$ cat src/rtl/md_issue_ctrl.sv
// Issue front end for the multiply/divide unit: buffers one E-stage request,
// issues it as a one-cycle start pulse, then tracks MDU busy and stalls mfhi/mflo.
module md_issue_ctrl #(
  parameter int         TIMEOUT  = 16,
  parameter logic [3:0] OP_MULT  = 4'd1,
  parameter logic [3:0] OP_MULTU = 4'd2,
  parameter logic [3:0] OP_DIV   = 4'd3,
  parameter logic [3:0] OP_DIVU  = 4'd4,
  parameter logic [3:0] OP_MTHI  = 4'd5,
  parameter logic [3:0] OP_MTLO  = 4'd6,
  parameter logic [3:0] OP_FDIV  = 4'd7
) (
  input  logic        clk,
  input  logic        reset,
  input  logic        req_valid,
  input  logic [3:0]  req_op,
  input  logic [31:0] req_a,
  input  logic [31:0] req_b,
  output logic        req_ready,
  output logic        start,
  output logic [3:0]  mlu_op,
  output logic [31:0] D1,
  output logic [31:0] D2,
  input  logic        mlu_busy,
  input  logic [31:0] mlu_hi,
  input  logic [31:0] mlu_lo,
  input  logic        rd_valid,
  input  logic        rd_sel,
  output logic [31:0] rd_data,
  output logic        rd_stall,
  output logic        div0,
  output logic        timeout_err
);

  localparam int CNT_W = $clog2(TIMEOUT);

  typedef enum logic [1:0] {IDLE, ISSUE, WAIT} state_t;

  state_t             state;
  logic               buf_v;
  logic [3:0]         buf_op;
  logic [31:0]        buf_a;
  logic [31:0]        buf_b;
  logic [CNT_W-1:0]   wait_cnt;

  logic accept;
  logic buf_known;
  logic buf_is_div;
  logic issue_is_move;

  assign req_ready     = !buf_v;
  assign accept        = req_valid && req_ready;
  assign buf_known     = buf_op inside {OP_MULT, OP_MULTU, OP_DIV, OP_DIVU,
                                        OP_MTHI, OP_MTLO, OP_FDIV};
  assign buf_is_div    = buf_op inside {OP_DIV, OP_DIVU, OP_FDIV};
  assign issue_is_move = (mlu_op == OP_MTHI) || (mlu_op == OP_MTLO);

  // A request accepted this very edge is older than the read, so the read waits.
  assign rd_stall = rd_valid && (buf_v || (state != IDLE) || accept);
  assign rd_data  = rd_sel ? mlu_hi : mlu_lo;

  // NOTE: all state here uses non-blocking assignments so every register
  // samples pre-edge values, regardless of statement order in the block.
  always_ff @(posedge clk) begin
    if (reset) begin
      state       <= IDLE;
      buf_v       <= 1'b0;
      buf_op      <= '0;
      buf_a       <= '0;
      buf_b       <= '0;
      wait_cnt    <= '0;
      start       <= 1'b0;
      mlu_op      <= '0;
      D1          <= '0;
      D2          <= '0;
      div0        <= 1'b0;
      timeout_err <= 1'b0;
    end else begin
      start  <= 1'b0;
      mlu_op <= '0;
      div0   <= 1'b0;

      // Capture only when empty; consumption below only when full.
      if (accept) begin
        buf_v  <= 1'b1;
        buf_op <= req_op;
        buf_a  <= req_a;
        buf_b  <= req_b;
      end

      unique case (state)
        IDLE: begin
          if (buf_v && !mlu_busy) begin
            buf_v <= 1'b0;
            if (!buf_known) begin
              // unknown or zero op code: dropped silently
            end else if (buf_is_div && (buf_b == '0)) begin
              div0 <= 1'b1;
            end else begin
              state  <= ISSUE;
              start  <= 1'b1;
              mlu_op <= buf_op;
              D1     <= buf_a;
              D2     <= buf_b;
            end
          end
        end

        ISSUE: begin
          // The MDU writes HI/LO for moves at this edge, so nothing to wait on.
          if (issue_is_move) begin
            state <= IDLE;
          end else begin
            state    <= WAIT;
            wait_cnt <= '0;
          end
        end

        WAIT: begin
          if (!mlu_busy) begin
            state <= IDLE;
          end else if (wait_cnt == CNT_W'(TIMEOUT - 1)) begin
            timeout_err <= 1'b1;
            state       <= IDLE;
          end else begin
            wait_cnt <= wait_cnt + CNT_W'(1);
          end
        end

        default: state <= IDLE;
      endcase
    end
  end

endmodule

$ cat config.mk
export PLATFORM = sky130hd
export DESIGN_NAME = md_issue_ctrl
export DESIGN_NICKNAME = d
export VERILOG_FILES = /design/src/rtl/md_issue_ctrl.sv
export SDC_FILE = /design/constraint.sdc
export NUM_CORES = 1
export LEC_CHECK = 0
export CAP_MARGIN = 20
export CORE_MARGIN = 2
export CORE_UTILIZATION = 45
export CTS_BUF_LIST = sky130_fd_sc_hd__clkbuf_4 sky130_fd_sc_hd__clkbuf_8
export DETAILED_ROUTE_END_ITERATION = 10
export HOLD_SLACK_MARGIN = 0.08
export PLACE_DENSITY = 0.81
export SYNTH_ARGS = -nofsm -noshare
export SYNTH_HDL_FRONTEND = slang
export SYNTH_SLANG_ARGS = --single-unit
export TNS_END_PERCENT = 50
$ cat constraint.sdc
create_clock -name clk -period 4.9 [get_ports clk]
set_input_delay 0.49 -clock clk [delete_from_list [all_inputs] [get_ports clk]]
set_output_delay 0.49 -clock clk [all_outputs]
set_load 0.1 [all_outputs]
==> results of run 1 <==
-- placed cells by master (no fill, tap or decap), drive strengths merged, types with 5 or more instances in the layout --
master | synthesis | layout
nor4 | 5 | 5
nand4 | 29 | 29
nand2 | 167 | 167
mux2 | 32 | 32
a31oi | 66 | 66
nand2b | 33 | 33
a21oi | 75 | 75
clkbuf | 70 | 20
inv | 26 | 26
o311ai | 56 | 56
nand3b | 8 | 8
dfxtp | 146 | 146
clkdlybuf4s50 | 0 | 209
buf | 19 | 46
o211ai | 34 | 34
nor2b | 62 | 62
nor2 | 7 | 7
nand3 | 12 | 12
-- final timing paths --
kind,startpoint,to
worst max register to register,buf_v,D2[30]
worst max-delay path,mlu_busy,D2[30]
worst min-delay path,buf_a[1],buf_a[1]
worst min register to register,buf_a[1],buf_a[1]
-- layout make-up --
cell class	count	area, sq um
clock buffers	20	263
fillers	1387	5800
clock inverters	7	113
inverters	27	101
flip-flops and latches	146	2920
multi-input cells	621	3790
well taps	216	270
repair buffers	255	2450
-- worst max-delay path, delay by kind of cell --
family                 cells  cell delay (ps)
buffers and inverters      2              890
AND/OR/NAND/NOR            2             1070
AO/OA/AOI/OAI              1              710
-- state kept, by name, summed over array words and instances, names as in the netlist --
name and count:
wait_cnt 4, D1 32, div0 1, start 1
timeout_err 1, buf_b 32, buf_op 4, buf_v 1
buf_a 32, D2 32, mlu_op 4, state 2
-- power groups by stage --
stage          Sequential [mW]  Clock [mW]  Combinational [mW]
6_report                  1.26       0.942               0.677
5_1_grt                   1.26        1.01               0.714
4_1_cts                   1.26       0.955               0.672
3_5_place_dp              1.28           0               0.670
3_3_place_gp              1.28           0               0.664
2_1_floorplan             1.32           0               0.415
-- cell families (layout without fill, tap and decap cells) --
| family | Yosys count | in the layout | synth area share |
|---|---|---|---|
| flip-flops | 146 | 146 | 0.407 |
| AND/OR/NAND/NOR | 346 | 346 | 0.245 |
| other | 1 | 1 | 0.000523 |
| AO/OA/AOI/OAI | 238 | 238 | 0.224 |
| multiplexers | 34 | 34 | 0.0530 |
| adder cells (fa/ha/maj) | 1 | 1 | 0.00174 |
| buffers and inverters | 116 | 309 | 0.0666 |
| XOR/XNOR | 1 | 1 | 0.00122 |
-- stage by stage --
| stage | setup WS (ps) | utilization | power [mW] | cell area [sq um] | cells |
|---|---|---|---|---|---|
| global route | 1850 | 0.631 | 2.98 | 9920 | 1292 |
| floorplan | 2520 | - | 1.73 | 7170 | 883 |
| CTS | 1940 | 0.630 | 2.88 | 9900 | 1291 |
| global placement | 1730 | 0.606 | 1.95 | 9520 | 1264 |
| detailed placement | 1600 | 0.606 | 1.95 | 9520 | 1264 |
| finish | 2010 | 0.631 | 2.87 | 9920 | 1292 |
-- routing by layer --
| metal | track usage | vias to the layer above |
|---|---|---|
| met5 | 0 | - |
| met4 | 0.0898 | 0 |
| met3 | 0.0500 | 41 |
| met2 | 0.412 | 276 |
| met1 | 0.361 | 3469 |
| li1 | - | 3546 |
==> impl_metrics.csv, run 1 <==
group,metric,value,unit
outcome,status,"complete, no violations",
setup_path,path_class,"primary input to register",
timing,finClkSkew,12.8,ps
finish,n_antenna_cell,0,
finish,syn_to_final_growth,38.3,%
drt,vias,7332,
cts,cts_resized,0,
yosys,ys_warn_count,0,
cts,post_cts_buffers,0,
setup_path,worstPathMaxFanout,55,
yosys,synth_top_area_share,0.407,
timing,rsz0062_at_grt,"false",
grt,grt_max_degree,168,
timing,finalCriticalPeriod,2890,ps
finish,drive_gt1_frac,0.109,
yosys,synth.most_common_cell,"nand2_1",
yosys,netlist_area,0.00717,sq mm
power_and_ir_drop,seqPwrFrac,0.437,
drt,drc_errors,0,
power_and_ir_drop,power_density,290,mW/mm^2
yosys,ys_ff_latch,146,
setup_path,r2r_slack,2100,ps
timing,hold_viol_final,0,
drt,postRouteAntennaNets,0,
timing,tightest_slew,1080,ps
cts,cts_hold_buffers,0,
power_and_ir_drop,clock_power_share,0.328,
power_and_ir_drop,p_comb_frac,0.235,
setup_path,cp.arrival,3180,ps
yosys,synthTopCellsByCount,"nand2_1, dfxtp_1, a21oi_1",
grt,grt_pass1_wl,35100,um
placement,gp_congestion,0.875,
drt,wl_met2,10400,um
floorplan,rows,46,
timing,min_period_over_period,0.589,
yosys,synth_top_cell_by_area,"dfxtp_1",
drt,drt_wl_total,22500,um
yosys,synth_edf_count,0,
setup_path,crit_required,5190,ps
setup_path,endpoint_kind,"register",
drt,wl_per_cell,17.4,um
yosys,synth_cell_types,44,
yosys,synth_cells,883,
setup_path,max_stage_delay,840,ps
yosys,synth.area.top_cells,"dfxtp_1, nand2_1, a31oi_1",
yosys,synth_seq_area_share,0.407,
worst_hold_path,whs_path_depth,2,
drt,wl_met3,1410,um
cts,clock_path_buffers,2,
cts,clkLatencyLatePin,440,ps
cts,cts_made_buffers,17,
power_and_ir_drop,leakagePower,3.43,nW
drt,dr.pass1.iters,7,
floorplan,start_util,0.457,
timing,max_freq,0.347,GHz
cts,clkTransAtPathRegs,80,ps
setup_path,crit_path_start_kind,"primary input",
timing,slew_headroom,0.279,
yosys,synth_top_flop_cell,"dfxtp_1",
floorplan,dieWidth,130,um
floorplan,ios,243,
placement,place_hpwl,14900,um
drt,wl_met1,10000,um
timing,setup_viol,0,
floorplan,dieHeight,130,um
setup_path,crit_path_top_delay_cell,"nand3_2",
cts,htree_levels,4,
worst_hold_path,hold_path.class,"register to register",
power_and_ir_drop,vdd_drop_max,0.217,mV
drt,routed_via_density,5.67,
timing,slew_violations,0,
cts,cts_root_buf,"clkbuf_8",
drt,top_layer,"met4",
grt,overflow,0,
power_and_ir_drop,p_int,1.96,mW
floorplan,core,0.0157,sq mm
cts,cts_tree,"done",
power_and_ir_drop,power_switching,916,uW
setup_path,crit_chain,"clkdlybuf4s50_1, nor4b_4, buf_4, nand3_2, o311ai_0",
yosys,synth_fp_nets,1022,
floorplan,dieArea,0.0170,sq mm
yosys,syn_area_per_cell,8.12,sq um
power_and_ir_drop,swShare,0.319,
timing,holdWs,452,ps
job,max_cap_violations,0,
grt,grt_usage,0.262,
drt,drtIter0Drc,971,
yosys,async_reset_ff_frac,0,
setup_path,reg2reg_depth,4,
cts,cts_sinks,146,
grt,grt_pass1_vias,6680,
placement,numPortBuffers,242,
grt,antenna_found_initial,0,
finish,nNetsFinal,1207,
timing,fin_tns_setup,0,ps
No activity file was read; power rests on OpenSTA's default activity.
==> run 2: changes to the inputs <==
==> constraint.sdc (replaced) <==
create_clock -name clk -period 2.85 [get_ports clk]
set_input_delay 0.285 -clock clk [delete_from_list [all_inputs] [get_ports clk]]
set_output_delay 0.285 -clock clk [all_outputs]
set_load 0.1 [all_outputs]
==> run 2 against run 1 <==
Compared with the run above: combinational power is 89% higher; core utilization up 1.9 points; total power is 78% higher; flip-flop and latch count stayed put; clock skew up 4.0 ps; final area is 3.0% higher; setup slack worse by 1300 ps; critical path depth shrank 1; register-to-register slack worse by 1400 ps; sequential power grew 71%; non-clock buffer count up 5; clock power increased by 78%; largest power group unchanged.
==> impl_metrics.csv, run 2 (synthesis gave the netlist of run 1 again) <==
group,metric,value,unit
cts,htree_levels,4,
timing,hold_viol_final,0,
cts,cts_made_buffers,17,
finish,final_cell_count_no_fill,1302,
finish,layout_commonest_cell,"nand2_1",
finish,final_cell_mix,"nand2_1, dfxtp_1, clkdlybuf4s50_1",
setup_path,endpoint_kind,"register",
floorplan,dieWidth,130,um
timing,rsz0062_at_grt,"false",
finish,fin_util,0.650,
grt,antenna_found_initial,0,
timing,finClkSkew,16.8,ps
floorplan,start_util,0.457,
power_and_ir_drop,leakagePower,3.75,nW
drt,drt_wl_total,22700,um
drt,wl_per_cell,17.4,um
worst_hold_path,hold_path.class,"primary input to register",
setup_path,worstPathMaxFanout,66,
timing,max_freq,0.461,GHz
cts,cts_hold_buffers,0,
timing,slew_headroom,0.281,
cts,cts_resized,0,
grt,overflow,0,
finish,final_cell_area,0.0102,sq mm
placement,place_hpwl,15300,um
outcome,status,"complete, no violations",
finish,nNetsFinal,1212,
cts,clkLatencyLatePin,460,ps
setup_path,path_class,"register to register",
cts,cts_tree,"done",
setup_path,crit_path_start_kind,"register",
drt,routed_via_density,5.61,
floorplan,rows,46,
placement,numPortBuffers,242,
timing,finalCriticalPeriod,2170,ps
timing,fin_tns_setup,0,ps
cts,clock_path_buffers,2,
grt,grt_pass1_vias,6665,
grt,grt_max_degree,166,
cts,cts_sinks,146,
job,max_cap_violations,0,
worst_hold_path,whs_path_depth,3,
floorplan,core,0.0157,sq mm
power_and_ir_drop,vdd_drop_max,0.399,mV
timing,setup_viol,0,
power_and_ir_drop,power_density,501,mW/mm^2
setup_path,crit_required,3150,ps
cts,clkTransAtPathRegs,90,ps
placement,gp_congestion,0.846,
cts,cts_root_buf,"clkbuf_8",
grt,grt_pass1_wl,34800,um
timing,tightest_slew,1080,ps
grt,grt_usage,0.263,
placement,place_area,0.00981,sq mm
floorplan,dieArea,0.0170,sq mm
drt,vias,7307,
finish,n_antenna_cell,0,
floorplan,ios,243,
cts,post_cts_buffers,0,
setup_path,reg2reg_depth,4,
drt,drc_errors,0,
drt,postRouteAntennaNets,0,
finish,drive_gt1_frac,0.184,
timing,min_period_over_period,0.762,
drt,drtIter0Drc,894,
finish,syn_to_final_growth,42.5,%
timing,slew_violations,0,
placement,post-place-cells,1270,
drt,dr.pass1.iters,8,
floorplan,dieHeight,130,um
setup_path,cp.arrival,2480,ps
## run 2: cell type report
type	instances	area (sq um)
inverters	27	101
well taps	216	270
multi-input cells	621	3790
clock buffers	19	262
fillers	1314	5490
clock inverters	13	148
repair buffers	260	2720
flip-flops and latches	146	2920
## run 2: critical path, stage by stage, from the launching register on
cell and delay [ps]:
dfxtp_1 330, or4_1 560, or3_4 690, a31oi_1 290, o311ai_1 130
## run 2: report_power, final
group	switching [mW]	internal, mW
registers	0.0502	2.11
logic	0.806	0.469
clock network	0.844	0.837
total	1.70	3.42
## run 2: routing by layer
layer / up-vias / GRT usage / routed length (um)
met3: 50 / 0.0418 / 1240
met5: - / 0 / 0
li1: 3557 / - / -
met2: 265 / 0.414 / 10400
met1: 3435 / 0.358 / 10300
met4: 0 / 0.113 / 710
## run 2: stage by stage
stage	total power, mW	hold WS (ps)	setup slack (ps)
CTS	5.14	331	698
global placement	3.46	438	759
detailed placement	3.47	443	686
global route	5.30	350	558
finish	5.11	362	679
floorplan	2.98	421	472
## run 2: worst paths after layout
path / from / to / slack [ps]
max: buf_b[17] / D1[2] / 680
min: req_a[7] / buf_a[7] / 360
max reg2reg: buf_b[17] / D1[2] / 680
min reg2reg: buf_a[0] / buf_a[0] / 450
